File: config.mk
export PLATFORM = sky130hd
export DESIGN_NAME = imem_loader_flat
export DESIGN_NICKNAME = d
export VERILOG_FILES = /design/src/rtl/imem_loader_if.sv /design/src/rtl/imem_loader.sv /design/src/flat_wrapper.sv
export SDC_FILE = /design/constraint.sdc
export NUM_CORES = 1
export LEC_CHECK = 0
export BUFFER_PORTS_ARGS = -buffer_cell sky130_fd_sc_hd__buf_2
export CAP_MARGIN = 20
export CORE_ASPECT_RATIO = 1.4
export CORE_MARGIN = 10
export CORE_UTILIZATION = 55
export CTS_CLUSTER_SIZE = 8
export DETAILED_ROUTE_END_ITERATION = 6
export PLACE_DENSITY = 0.87
export SLEW_MARGIN = 20
export SYNTH_ARGS = -nofsm -noshare
export SYNTH_HDL_FRONTEND = slang
export SYNTH_SLANG_ARGS = --single-unit
File: constraint.sdc
create_clock -name clk -period 4.4 [get_ports clk]
set_input_delay 0.44 -clock clk [delete_from_list [all_inputs] [get_ports clk]]
set_output_delay 0.44 -clock clk [all_outputs]
set_load 0.03 [all_outputs]
File: src/rtl/imem_loader_if.sv
// Byte-stream input and instruction-memory write bus of the program loader.
// The master side is the stream source and memory model. The slave side is the loader.
interface imem_loader_if;
  logic [7:0]  in_data;
  logic        in_valid;
  logic        in_ready;
  logic        mem_we;
  logic [31:0] mem_addr;
  logic [31:0] mem_wdata;

  modport master (
    output in_data,
    output in_valid,
    input  in_ready,
    input  mem_we,
    input  mem_addr,
    input  mem_wdata
  );

  modport slave (
    input  in_data,
    input  in_valid,
    output in_ready,
    output mem_we,
    output mem_addr,
    output mem_wdata
  );
endinterface

File: src/rtl/imem_loader.sv
// Instruction-memory loader. It receives a big-endian word count N, then N
// big-endian instruction words. Each word is written to consecutive word
// addresses starting at BASE_ADDR. The CPU is held until the load completes.
module imem_loader #(
  parameter int          ADDR_WIDTH = 10,
  parameter logic [31:0] BASE_ADDR  = 32'h0000_0000,
  parameter int          MAX_WORDS  = 1024
) (
  input  logic                  clk,
  input  logic                  rst,
  input  logic                  start,
  imem_loader_if.slave          bus,
  output logic                  cpu_hold,
  output logic                  load_done,
  output logic                  load_error,
  output logic [ADDR_WIDTH:0]   words_loaded
);

  localparam logic [2:0] IDLE = 3'd0;
  localparam logic [2:0] HDR  = 3'd1;
  localparam logic [2:0] DATA = 3'd2;
  localparam logic [2:0] DONE = 3'd3;
  localparam logic [2:0] ERR  = 3'd4;

  logic [2:0]          state;
  logic [1:0]          byte_cnt;   // bytes already held for the current 32-bit value
  logic [23:0]         shift;      // first three bytes of the value being assembled
  logic [ADDR_WIDTH:0] n_words;    // word count taken from the header
  logic [31:0]         ptr;        // byte address of the next word to write

  logic                accept;
  logic                last_byte;
  logic [31:0]         full_word;
  logic [ADDR_WIDTH:0] wl_inc;

  // Status outputs follow directly from the state.
  assign bus.in_ready = (state == HDR) || (state == DATA);
  assign cpu_hold     = (state != DONE);
  assign load_done    = (state == DONE);
  assign load_error   = (state == ERR);

  // A byte transfers on valid && ready. The fourth byte completes a 32-bit value.
  assign accept    = bus.in_valid && bus.in_ready;
  assign last_byte = (byte_cnt == 2'd3);
  assign full_word = {shift, bus.in_data};
  assign wl_inc    = words_loaded + 1'b1;

  // Run the load sequencer, assemble bytes, and issue one write per word.
  always_ff @(posedge clk) begin
    if (rst) begin
      // NOTE: registers use non-blocking assignments so that every
      // right-hand side in this block reads the pre-edge value.
      state         <= IDLE;
      byte_cnt      <= 2'd0;
      shift         <= 24'd0;
      n_words       <= '0;
      ptr           <= BASE_ADDR;
      bus.mem_we    <= 1'b0;
      bus.mem_addr  <= BASE_ADDR;
      bus.mem_wdata <= 32'd0;
      words_loaded  <= '0;
    end else begin
      // The write strobe is a single-cycle pulse. Address and data hold their values.
      bus.mem_we <= 1'b0;
      case (state)
        IDLE: begin
          if (start) state <= HDR;
        end
        HDR: begin
          if (accept) begin
            byte_cnt <= byte_cnt + 2'd1;
            shift    <= {shift[15:0], bus.in_data};
            if (last_byte) begin
              words_loaded <= '0;
              ptr          <= BASE_ADDR;
              if (full_word == 32'd0) begin
                state <= DONE;
              end else if (full_word > 32'(MAX_WORDS)) begin
                state <= ERR;
              end else begin
                n_words <= full_word[ADDR_WIDTH:0];
                state   <= DATA;
              end
            end
          end
        end
        DATA: begin
          if (accept) begin
            byte_cnt <= byte_cnt + 2'd1;
            shift    <= {shift[15:0], bus.in_data};
            if (last_byte) begin
              bus.mem_we    <= 1'b1;
              bus.mem_addr  <= ptr;
              bus.mem_wdata <= full_word;
              ptr           <= ptr + 32'd4;
              words_loaded  <= wl_inc;
              if (wl_inc == n_words) state <= DONE;
            end
          end
        end
        DONE: begin
          if (start) state <= HDR;
        end
        ERR: begin
          state <= ERR;
        end
        default: state <= IDLE;
      endcase
    end
  end

endmodule

File: src/flat_wrapper.sv
// flat-port wrapper written by rule: the top's interface ports become plain ports
module imem_loader_flat 
#(
  parameter int          ADDR_WIDTH = 10,
  parameter logic [31:0] BASE_ADDR  = 32'h0000_0000,
  parameter int          MAX_WORDS  = 1024
)
  (clk, rst, start, cpu_hold, load_done, load_error, words_loaded, bus_in_data, bus_in_valid, bus_in_ready, bus_mem_we, bus_mem_addr, bus_mem_wdata);
  imem_loader_if bus_i ();
  input  logic clk;
  input  logic rst;
  input  logic start;
  output logic cpu_hold;
  output logic load_done;
  output logic load_error;
  output logic [ADDR_WIDTH:0] words_loaded;
  input wire logic [$bits(bus_i.in_data)-1:0] bus_in_data;
  input wire logic [$bits(bus_i.in_valid)-1:0] bus_in_valid;
  output wire logic [$bits(bus_i.in_ready)-1:0] bus_in_ready;
  output wire logic [$bits(bus_i.mem_we)-1:0] bus_mem_we;
  output wire logic [$bits(bus_i.mem_addr)-1:0] bus_mem_addr;
  output wire logic [$bits(bus_i.mem_wdata)-1:0] bus_mem_wdata;
  assign bus_i.in_data = bus_in_data;
  assign bus_i.in_valid = bus_in_valid;
  assign bus_in_ready = bus_i.in_ready;
  assign bus_mem_we = bus_i.mem_we;
  assign bus_mem_addr = bus_i.mem_addr;
  assign bus_mem_wdata = bus_i.mem_wdata;
  imem_loader #(.ADDR_WIDTH(ADDR_WIDTH), .BASE_ADDR(BASE_ADDR), .MAX_WORDS(MAX_WORDS)) u_core (.clk(clk), .rst(rst), .start(start), .bus(bus_i), .cpu_hold(cpu_hold), .load_done(load_done), .load_error(load_error), .words_loaded(words_loaded));
endmodule
# ---- Word-level counts from Yosys, hierarchy flattened
# Cells that the tools add are included.
dict set report op_classes {
  addsub 3
  mul 0
  n_div 0
  magnitude_cmp 1
  n_eq_ne 13
  shift 0
  n_mux 20
  bitwise 4
  n_reduce_logical 13
}
# op n
set ops {}
lappend ops {{two-way mux 32 bit} 4}
lappend ops {{one-hot mux 32 bit (2 select lines)} 1}
lappend ops {{two-way mux 11 bit} 4}
lappend ops {{adder 32 x 3 -> 32 bit, second input constant} 1}
lappend ops {{> comparator 32 x 11 -> 1 bit, second input constant} 1}
lappend ops {{logical NOT 32 bit} 1}
lappend ops {{two-way mux 3 bit} 8}
lappend ops {{one-hot mux 11 bit (2 select lines)} 1}
lappend ops {{one-hot mux 3 bit (4 select lines)} 1}
lappend ops {{adder 11 x 1 -> 11 bit, second input constant} 1}
lappend ops {{equality test 11 bit} 1}
lappend ops {{inequality test 2 x 1 -> 1 bit, second input constant} 5}
lappend ops {{AND reduction 5 bit} 2}
lappend ops {{equality test 3 x 2 -> 1 bit, second input constant} 2}
lappend ops {{AND reduction 6 bit} 1}
lappend ops {{inverter 1 bit} 4}
lappend ops {{OR reduction 2 bit} 2}
lappend ops {{equality test 3 x 1 -> 1 bit, second input constant} 1}
lappend ops {{equality test 3 bit, second input constant} 1}
lappend ops {{logical NOT 3 bit} 1}
lappend ops {{inequality test 3 x 2 -> 1 bit, second input constant} 1}
lappend ops {{AND reduction 3 bit} 1}
lappend ops {{OR reduction 3 bit} 1}
lappend ops {{adder 2 x 1 -> 2 bit, second input constant} 1}
lappend ops {{other kinds (7)} 7}
dict set report totals {
  reg_bits 148
  latchBits 0
  mem_bits_rw 0
  mem_bits_ro 0
  input_bits 12
  out_inout_bits 80
  wordCells 63
  memories 0
}

# ---- Logic depth before layout (Yosys ltp)
# Gate-level depths: netlist of run 1.
dict set report logic_depth {
  word_depth 6
  mapped_depth 8
  depth_no_buf 8
}

# ---- Worst setup path before layout of run 1
# No wires, ideal clock.
dict set report synth_timing {
  path_type {register to register}
  startpoint {register u_core.words_loaded[0]}
  endpoint {register u_core.state[0]}
  t_arrival_ps 2088
  setup_slack_ps 2240
  stages_incl_launch_ff 8
  path_buffers 0
  synth_period_minus_slack_ps 2160
  path_cell_list {dfxtp_1 -> ha_1 -> nand3_1 -> nor3b_1 -> xnor2_1 -> o221a_2 -> nand4_1 -> a2bb2oi_1}
}
dict set report synth_via {
  elab_chain_cells 4
}
# element line_no
set synth_rtl {}
lappend synth_rtl {{from (decl)} imem_loader.sv:16} ;# output logic [ADDR_WIDTH:0] words_loaded
lappend synth_rtl {{from (signal assigned)} imem_loader.sv:96} ;# words_loaded <= wl_inc;
lappend synth_rtl {{adder 11 x 1 -> 11 bit} imem_loader.sv:46} ;# assign wl_inc = words_loaded + 1'b1;
lappend synth_rtl {{equality test 11 bit} imem_loader.sv:97} ;# if (wl_inc == n_words) state <= DONE;
lappend synth_rtl {{inequality test 2 bit (no source line)} --}
lappend synth_rtl {{AND reduction 6 bit (no source line)} --}
lappend synth_rtl {{to (signal assigned)} imem_loader.sv:53} ;# state <= IDLE;
lappend synth_rtl {{to (signal assigned)} imem_loader.sv:97}
lappend synth_rtl {{to (signal assigned)} imem_loader.sv:102} ;# if (start) state <= HDR;
lappend synth_rtl {{to (decl)} imem_loader.sv:25} ;# logic [2:0] state;
# Every way passes these cells.
# A chain may end at the register's enable or synchronous reset.

# ---- Worst setup path after layout of run 1
dict set report layout_timing {
  startpoint {register u_core.byte_cnt[0]}
  endpoint {register u_core.words_loaded[4]}
}
dict set report layout_via {
  elab_chain_cells 3
  word_cells_on_any_way 4
  classes_between {eq/ne (3); reduce/logical (1)}
}
# element line_no
set layout_rtl {}
lappend layout_rtl {{from (decl)} imem_loader.sv:26} ;# logic [1:0] byte_cnt;
lappend layout_rtl {{from (signal assigned)} imem_loader.sv:71} ;# byte_cnt <= byte_cnt + 2'd1;
lappend layout_rtl {{from (signal assigned)} imem_loader.sv:89} ;# byte_cnt <= byte_cnt + 2'd1;
lappend layout_rtl {{equality test 2 bit (*)} imem_loader.sv:44} ;# assign last_byte = (byte_cnt == 2'd3);
lappend layout_rtl {{named net u_core.last_byte} imem_loader.sv:32} ;# logic last_byte;
lappend layout_rtl {{inequality test 2 x 1 -> 1 bit (no source line)} --}
lappend layout_rtl {{AND reduction 5 bit (no source line) (*)} --}
# The timed path passes the listed nets; every way through them passes the cells marked *.

==> impl_metrics.tcl, run 1 <==
set metrics [dict create \
    status "finished clean" \
    htree_levels 4 \
    path_clk_slew_ns 0.06 \
    final_antenna_net_count 0 \
    synth_top_family_by_area "simple AND/OR/NAND/NOR gates" \
    num_vias 5215 \
    p_sw_share_pct 21.5 \
    yosysWarnings 0 \
    final_core_util_pct 67.5 \
    power_frac_clock_pct 51.4 \
    grtUsageTotal_pct 18.3 \
    pwr-share-seq_pct 44.4 \
    rows 44 \
    fin_nets 812 \
    worst_pin_slew_ns 1.04 \
    fin_skew_ns 0.00761 \
    power_mw 3.00 \
    antenna_found_initial 0 \
    coreArea_um2 10500 \
    synth_compound_area_share_pct 12.7 \
    tns_ns 0 \
    synth.avg_cell_area_um2 8.15 \
    path_cells "ha_1 > nand3b_4 > nor3b_2 > buf_4 > nand2b_1 > clkinv_1 > a21o_1 > nand2_1 > o31ai_1" \
    p_int_mw 2.36 \
    synth-edff-count 0 \
    setup_violations 0 \
    grt_pass1_wl_um 23300 \
    maxCapViolCount 0 \
    synth_cell_types 57 \
    crit_path_end_kind "flop" \
    gp_congestion 0.914 \
    firstDrtPassIters 5 \
    routedWlPerCell_um 14.6 \
    path_max_fanout 65 \
    critPathKind "reg -> reg" \
    slowest_stage "buf_4" \
    clock-root-buffer "clkbuf_16" \
    drc 0 \
    p_switching_mw 0.645 \
    synth_xor_area_share_pct 6.16 \
    io_buffers 89 \
    grt_pass1_vias 5026 \
    muxShareOfSynthArea_pct 2.35 \
    vias_per_cell 5.50 \
    cts_resized 0 \
    area.growth.synth_to_final_pct 18.5 \
    cts-buffers-inserted 17 \
    clkSinkCount 144 \
    fmax_mhz 404 \
    ys_seq_elements 144 \
    met3_usage_pct 5.05 \
    syn_area_um2 5960 \
    grtUsageMet2_pct 31.1 \
    cts_tree "built" \
    fin_cells 948 \
    slew_headroom_pct 30.5 \
    period_share_pct 56.3 \
    crit_arrival_ns 2.80 \
    slew_violations 0 \
    io_pins 92 \
    clk_latency_ns 0.41 \
    netlist_instances 731 \
    hpwl_um 9450 \
    ir_drop_uv 436 \
    hp-class "in -> reg" \
    p_comb_share_pct 4.2 \
    synth-seq-area-share_pct 48.4 \
    worstPathRequired_ns 4.72 \
    die-area_um2 15400 \
    synthArstFlopShare_pct 0 \
    ctsHoldBuffers 0 \
    grt-ovfl-total 0 \
    drt_wl_total_um 13900 \
    layout_min_cycle_time_ns 2.48 \
    synth_top_flop_cell "dfxtp_1" \
    antenna_cells 0 \
    start_util_pct 56.9 \
    p_leak_nw 2.73 \
    clockBufferDepth 2 \
    rsz0062_at_grt "false" \
    placed_cells 916 \
    synthAdderAreaFrac_pct 0.630 \
    drtIter0Drc 274 \
    synth-simple-area-share_pct 25.6 \
    powerDensity_nw_per_um2 426 \
    cp_slowest_stage_delay_ns 0.54 \
    grt_max_degree 108 \
    die_w_um 108 \
    grtUsageMet1_pct 21.0 \
    cp-start-kind "flop" \
    die_h_um 143 \
    hold_violations 0 \
    postCtsSetupBuffers 0 \
    grt_busiest_layer "met2" \
    drive_gt1_share_pct 17.3 \
]
## per-stage QoR
step	setup slack [ns]	area, um^2	hold WS, ns
6_report	1.92	7060	0.310
5_1_grt	1.68	7060	0.316
4_1_cts	1.93	7050	0.298
3_5_place_dp	1.92	6410	0.444
3_3_place_gp	1.91	6410	0.439
2_1_floorplan	2.24	5960	0.440
## flip-flops by register name, summed over array words and instances (netlist names)
name,flops
u_core.byte_cnt,2
u_core.bus.mem_addr,30
u_core.ptr,30
u_core.shift,24
u_core.bus.mem_wdata,32
u_core.n_words,11
u_core.words_loaded,11
u_core.bus.mem_we,1
u_core.state,3
## kinds of logic after synthesis
| logic type | count (synthesis) |
|---|---|
| compound gates | 140 |
| xor+xnor | 41 |
| fa+ha+maj | 3 |
| buf+inv | 55 |
| flops | 144 |
| mux | 14 |
| other cells | 1 |
| simple gates | 333 |
## cells in the mapped netlist, types with 2 or more instances
| library cell | n | area [um^2] |
|---|---|---|
| a211oi_1 | 3 | 22.5 |
| a21oi_1 | 99 | 495 |
| a22o_1 | 2 | 17.5 |
| and3_1 | 6 | 37.5 |
| and4_1 | 4 | 35.0 |
| buf_1 | 4 | 15.0 |
| buf_2 | 6 | 30.0 |
| buf_4 | 3 | 22.5 |
| buf_6 | 2 | 22.5 |
| clkbuf_1 | 31 | 116 |
| dfxtp_1 | 144 | 2880 |
| ha_1 | 3 | 37.5 |
| inv_1 | 7 | 26.3 |
| mux2i_1 | 14 | 140 |
| nand2_1 | 198 | 743 |
| nand2b_1 | 3 | 18.8 |
| nand3_1 | 17 | 85.1 |
| nand3b_1 | 3 | 22.5 |
| nand4_1 | 6 | 37.5 |
| nor2_1 | 54 | 203 |
| nor2b_1 | 2 | 12.5 |
| nor3_1 | 9 | 45.0 |
| nor3b_1 | 3 | 22.5 |
| nor4_1 | 8 | 50.1 |
| o21ai_0 | 22 | 110 |
| o21bai_1 | 2 | 15.0 |
| o31ai_1 | 3 | 22.5 |
| or3_1 | 6 | 37.5 |
| xnor2_1 | 23 | 201 |
| xor2_1 | 17 | 149 |
## power by group through the flow
| stage | Combinational (mW) | Clock [mW] | Sequential (mW) |
|---|---|---|---|
| final | 0.125 | 1.54 | 1.34 |
| after global routing | 0.138 | 1.61 | 1.34 |
| after CTS | 0.123 | 1.56 | 1.33 |
| after detailed placement | 0.122 | 0 | 1.36 |
| after global placement | 0.122 | 0 | 1.36 |
| after floorplan | 0.103 | 0 | 1.35 |
## cell usage in the layout (no fill, tap or decap), types with 4 or more instances in the layout
| master | synthesis | final |
|---|---|---|
| xor2_1 | 17 | 17 |
| and3_1 | 6 | 6 |
| nor4_1 | 8 | 8 |
| clkbuf_16 | 0 | 17 |
| or3_1 | 6 | 6 |
| a21oi_1 | 99 | 99 |
| o21ai_0 | 22 | 22 |
| nor2_1 | 54 | 54 |
| dfxtp_1 | 144 | 144 |
| buf_2 | 6 | 88 |
| nor3_1 | 9 | 9 |
| bufinv_16 | 0 | 5 |
| nand3_1 | 17 | 17 |
| inv_1 | 7 | 7 |
| nand4_1 | 6 | 6 |
| nand2_1 | 198 | 198 |
| mux2i_1 | 14 | 14 |
| buf_4 | 3 | 5 |
| xnor2_1 | 23 | 23 |
| and4_1 | 4 | 4 |
## final cells by class
class	count	area [um^2]
repair buffers	93	478
flip-flops and latches	144	2880
clock buffers	18	429
inverters	8	30.0
clock inverters	14	214
well taps	138	173
multi-input cells	533	2850
fillers	846	3400
## metal layers
layer | share of wire [%] | vias up
met5 | 0 | -
met4 | 2.0 | 0
met3 | 6.5 | 21
met2 | 50 | 164
met1 | 41 | 2452
li1 | - | 2578
## path summary, 6_finish.rpt
check	from	slack (ns)	end	cells past startpoint
worst min register to register	u_core.bus.mem_addr[20]$_SDFFE_PP0P_	0.45	u_core.bus.mem_addr[20]$_SDFFE_PP0P_	2
worst max-delay path	u_core.byte_cnt[0]$_SDFFE_PP0P_	1.92	u_core.words_loaded[4]$_SDFFE_PP0P_	9
worst max register to register	u_core.byte_cnt[0]$_SDFFE_PP0P_	1.92	u_core.words_loaded[4]$_SDFFE_PP0P_	9
worst min-delay path	bus_in_data[5]	0.31	u_core.shift[5]$_SDFFE_PP0P_	3
## worst max-delay path: cells and delay by family (launching register included)
kind | cells | cell delay, ns
adder cells (fa/ha/maj) | 1 | 0.23
AO/OA/AOI/OAI | 2 | 0.22
flip-flops | 1 | 0.35
buffers and inverters | 2 | 0.79
AND/OR/NAND/NOR | 4 | 0.80
Power figures use the tool's default switching activity.
==> run 2, diff against run 1 <==
ABC_AREA = 1   (was not set)
PLACE_DENSITY = 0.86   (was 0.87)
clock period = 2.35 ns   (was 4.4 ns; I/O delays follow)
==> run 2 against run 1 <==
Compared with the run above: worst setup slack got worse by 1.6 ns; non-clock buffer count rose by 7; global-route usage up 2.1 points; area after synthesis is 5.9% higher; largest power group unchanged; sequential share of layout area decreased by 2.4 points; core utilization shrank 0.97 points; final cell count grew 17%; design area grew 6.3%.
==> impl_metrics.tcl, run 2 <==
set metrics [dict create \
    synth_top_area_share_pct 45.7 \
    critPathKind "reg -> reg" \
    synthArstFlopShare_pct 0 \
    gp_congestion 0.955 \
    powerDensity_nw_per_um2 838 \
    io_pins 92 \
    status "finished clean" \
    fin_nets 967 \
    nFillCells 997 \
    ir_drop_uv 661 \
    synth-seq-area-share_pct 45.7 \
    synthTopCellsByArea "dfxtp_1 46%, o21ai_0 8.6%, a21oi_1 8.5%" \
    coreArea_um2 11300 \
    drtIter0Drc 484 \
    postCtsSetupBuffers 0 \
    r2r_start "u_core.shift[14]$_SDFFE_PP0P_" \
    worst_pin_slew_ns 0.555 \
    maxCapViolCount 0 \
    cts-buffers-inserted 17 \
    ys_seq_elements 144 \
    final_cell_mix "144 x dfxtp_1, 140 x nand2_1, 108 x o21ai_0" \
    drive_gt1_share_pct 16.0 \
    fmax_mhz 501 \
    synth.avg_cell_area_um2 7.23 \
    tns_ns 0 \
    multiInputGateArea_um2 2850 \
    syn_area_um2 6310 \
    path_max_fanout 16 \
    crit_path_end_kind "flop" \
    cts_resized 0 \
    largest_reg_flops 32 \
    hpwl_um 12300 \
    grt_pass1_wl_um 27700 \
    yosysWarnings 0 \
    setup_violations 0 \
    io_buffers 89 \
    cp_slowest_stage_delay_ns 0.32 \
    critPathTopFamily "simple AND/OR/NAND/NOR gates" \
    clock-root-buffer "clkbuf_16" \
    slew_violations 0 \
    htree_levels 4 \
    fin_skew_ns 0.00760 \
    drc 0 \
    cts_tree "built" \
    grt_pass1_vias 5823 \
    routedWlPerCell_um 15.4 \
    reg.largest.list "u_core.bus.mem_wdata x32, u_core.bus.mem_addr x30, u_core.ptr x30" \
    grt-ovfl-total 0 \
    vias_per_cell 5.58 \
    yosys.area.top_type "dfxtp_1" \
    path_cells "inv_1 > nand2_1 > nor3_1 > nand2_1 > nor2_1 > nand3b_1 > nor2_4 > inv_2 > o21ai_0 > a21oi_1" \
    hold_violations 0 \
    ctsHoldBuffers 0 \
    ff_latch_area_um2 2880 \
    grt_max_degree 115 \
    p_leak_nw 3.21 \
    path_clk_slew_ns 0.06 \
    period_share_pct 84.9 \
    clkSinkCount 144 \
    synth_cell_types 38 \
    slew_headroom_pct 62.7 \
    synth-edff-count 0 \
    grtUsageTotal_pct 20.4 \
    netlist_instances 872 \
    synth.most_common_cell "dfxtp_1" \
    area.growth.synth_to_final_pct 18.9 \
    synth_common_cells "144 x dfxtp_1, 140 x nand2_1, 108 x o21ai_0, 107 x a21oi_1, 106 x inv_1" \
    num_vias 6192 \
    slowest_stage "dfxtp_1" \
    cp-start-kind "flop" \
    start_util_pct 55.9 \
    antenna_found_initial 0 \
    worstHoldStart "bus_in_data[0]" \
    die_w_um 111 \
    power_mw 6.28 \
    drt_wl_total_um 17100 \
    worstPathRequired_ns 2.65 \
    rsz0062_at_grt "false" \
    layout_commonest_cell "dfxtp_1" \
    clk_latency_ns 0.42 \
    clockBufferDepth 2 \
    cp_num_buf_inv 2 \
    die_h_um 147 \
    hp-class "in -> reg" \
    die-area_um2 16200 \
    layout_min_cycle_time_ns 1.99 \
    crit_start "u_core.shift[14]$_SDFFE_PP0P_" \
    firstDrtPassIters 5 \
    rows 46 \
    crit_top_cell "nand2_1" \
    synth_top_flop_cell "dfxtp_1" \
    final_antenna_net_count 0 \
    crit_arrival_ns 2.29 \
    top_register "u_core.bus.mem_wdata" \
]
==> run 2: cell count changes after synthesis, moves of 6 or more <==
| cell | delta |
|---|---|
| nand3_1 | +24 |
| xnor2_1 | -23 |
| nor2_1 | +29 |
| and3_1 | -6 |
| nand2_1 | -58 |
| nor3_1 | +10 |
| a21oi_1 | +8 |
| mux2i_1 | -14 |
| o21ai_0 | +86 |
| inv_1 | +99 |
| or3_1 | -6 |
| xor2_1 | -14 |
| nand4_1 | +15 |
==> run 2: cell type report <==
type                            instances  area share (%)
Timing Repair Buffer                  100            7.54
Inverter                              108            5.40
Sequential cell                       144            38.4
Multi-Input combinational cell        581            38.0
Clock inverter                         13            2.33
Clock buffer                           19            5.90
Antenna cell                            1          0.0334
Tap cell                              144            2.40
==> run 2: final timing paths <==
check	slack, ns	depth (start not counted)	endpoint
min reg2reg	0.47	2	u_core.n_words[1]$_SDFFE_PP0P_
min	0.11	3	u_core.bus.mem_wdata[0]$_SDFFE_PP0P_
max reg2reg	0.36	10	u_core.n_words[1]$_SDFFE_PP0P_
max	0.36	10	u_core.n_words[1]$_SDFFE_PP0P_
==> run 2: worst reg2reg max path, stage by stage (launching register included) <==
cell and delay [ns]:
dfxtp_1 0.32, inv_1 0.10, nand2_1 0.06, nor3_1 0.16
nand2_1 0.10, nor2_1 0.20, nand3b_1 0.22, nor2_4 0.22
inv_2 0.14, o21ai_0 0.29, a21oi_1 0.07
==> run 2: cell families after synthesis <==
logic type | after synthesis | synth area share (%)
DFF | 144 | 45.7
xor gates and xnor gates | 3 | 0.417
adders and majority gates | 3 | 0.595
AOI/OAI and AO/OA | 234 | 19.5
and+or+nand+nor | 339 | 24.5
buffers and inverters | 148 | 9.22
other | 1 | 0.0594
==> run 2: layer usage <==
layer / wire (um) / track usage, % / share of wire, %
met1: 6300 / 20.8 / 37
met2: 8980 / 37.4 / 52
met3: 1220 / 5.79 / 7.1
met4: 626 / 9.14 / 3.7
met5: 0 / 0 / 0
==> run 2: metrics by stage <==
step | hold WS [ns] | cells | util, % | instance area (um^2) | setup slack (ns)
final | 0.110 | 1110 | 66.5 | 7500 | 0.355
after global routing | 0.112 | 1109 | 66.5 | 7500 | 0.147
after detailed placement | 0.464 | 1077 | 61.0 | 6880 | 0.433
after floorplan | 0.370 | 873 | - | 6310 | 0.497
after global placement | 0.453 | 1077 | 61.0 | 6880 | 0.544
after CTS | 0.0997 | 1109 | 66.5 | 7500 | 0.359
==> run 2: power breakdown <==
part | total, mW | switching [mW] | internal (mW) | leakage (nW)
sequential | 2.68 | 0.0904 | 2.59 | 1.16
combinational | 0.804 | 0.562 | 0.242 | 1.75
clock | 2.80 | 1.08 | 1.72 | 0.301
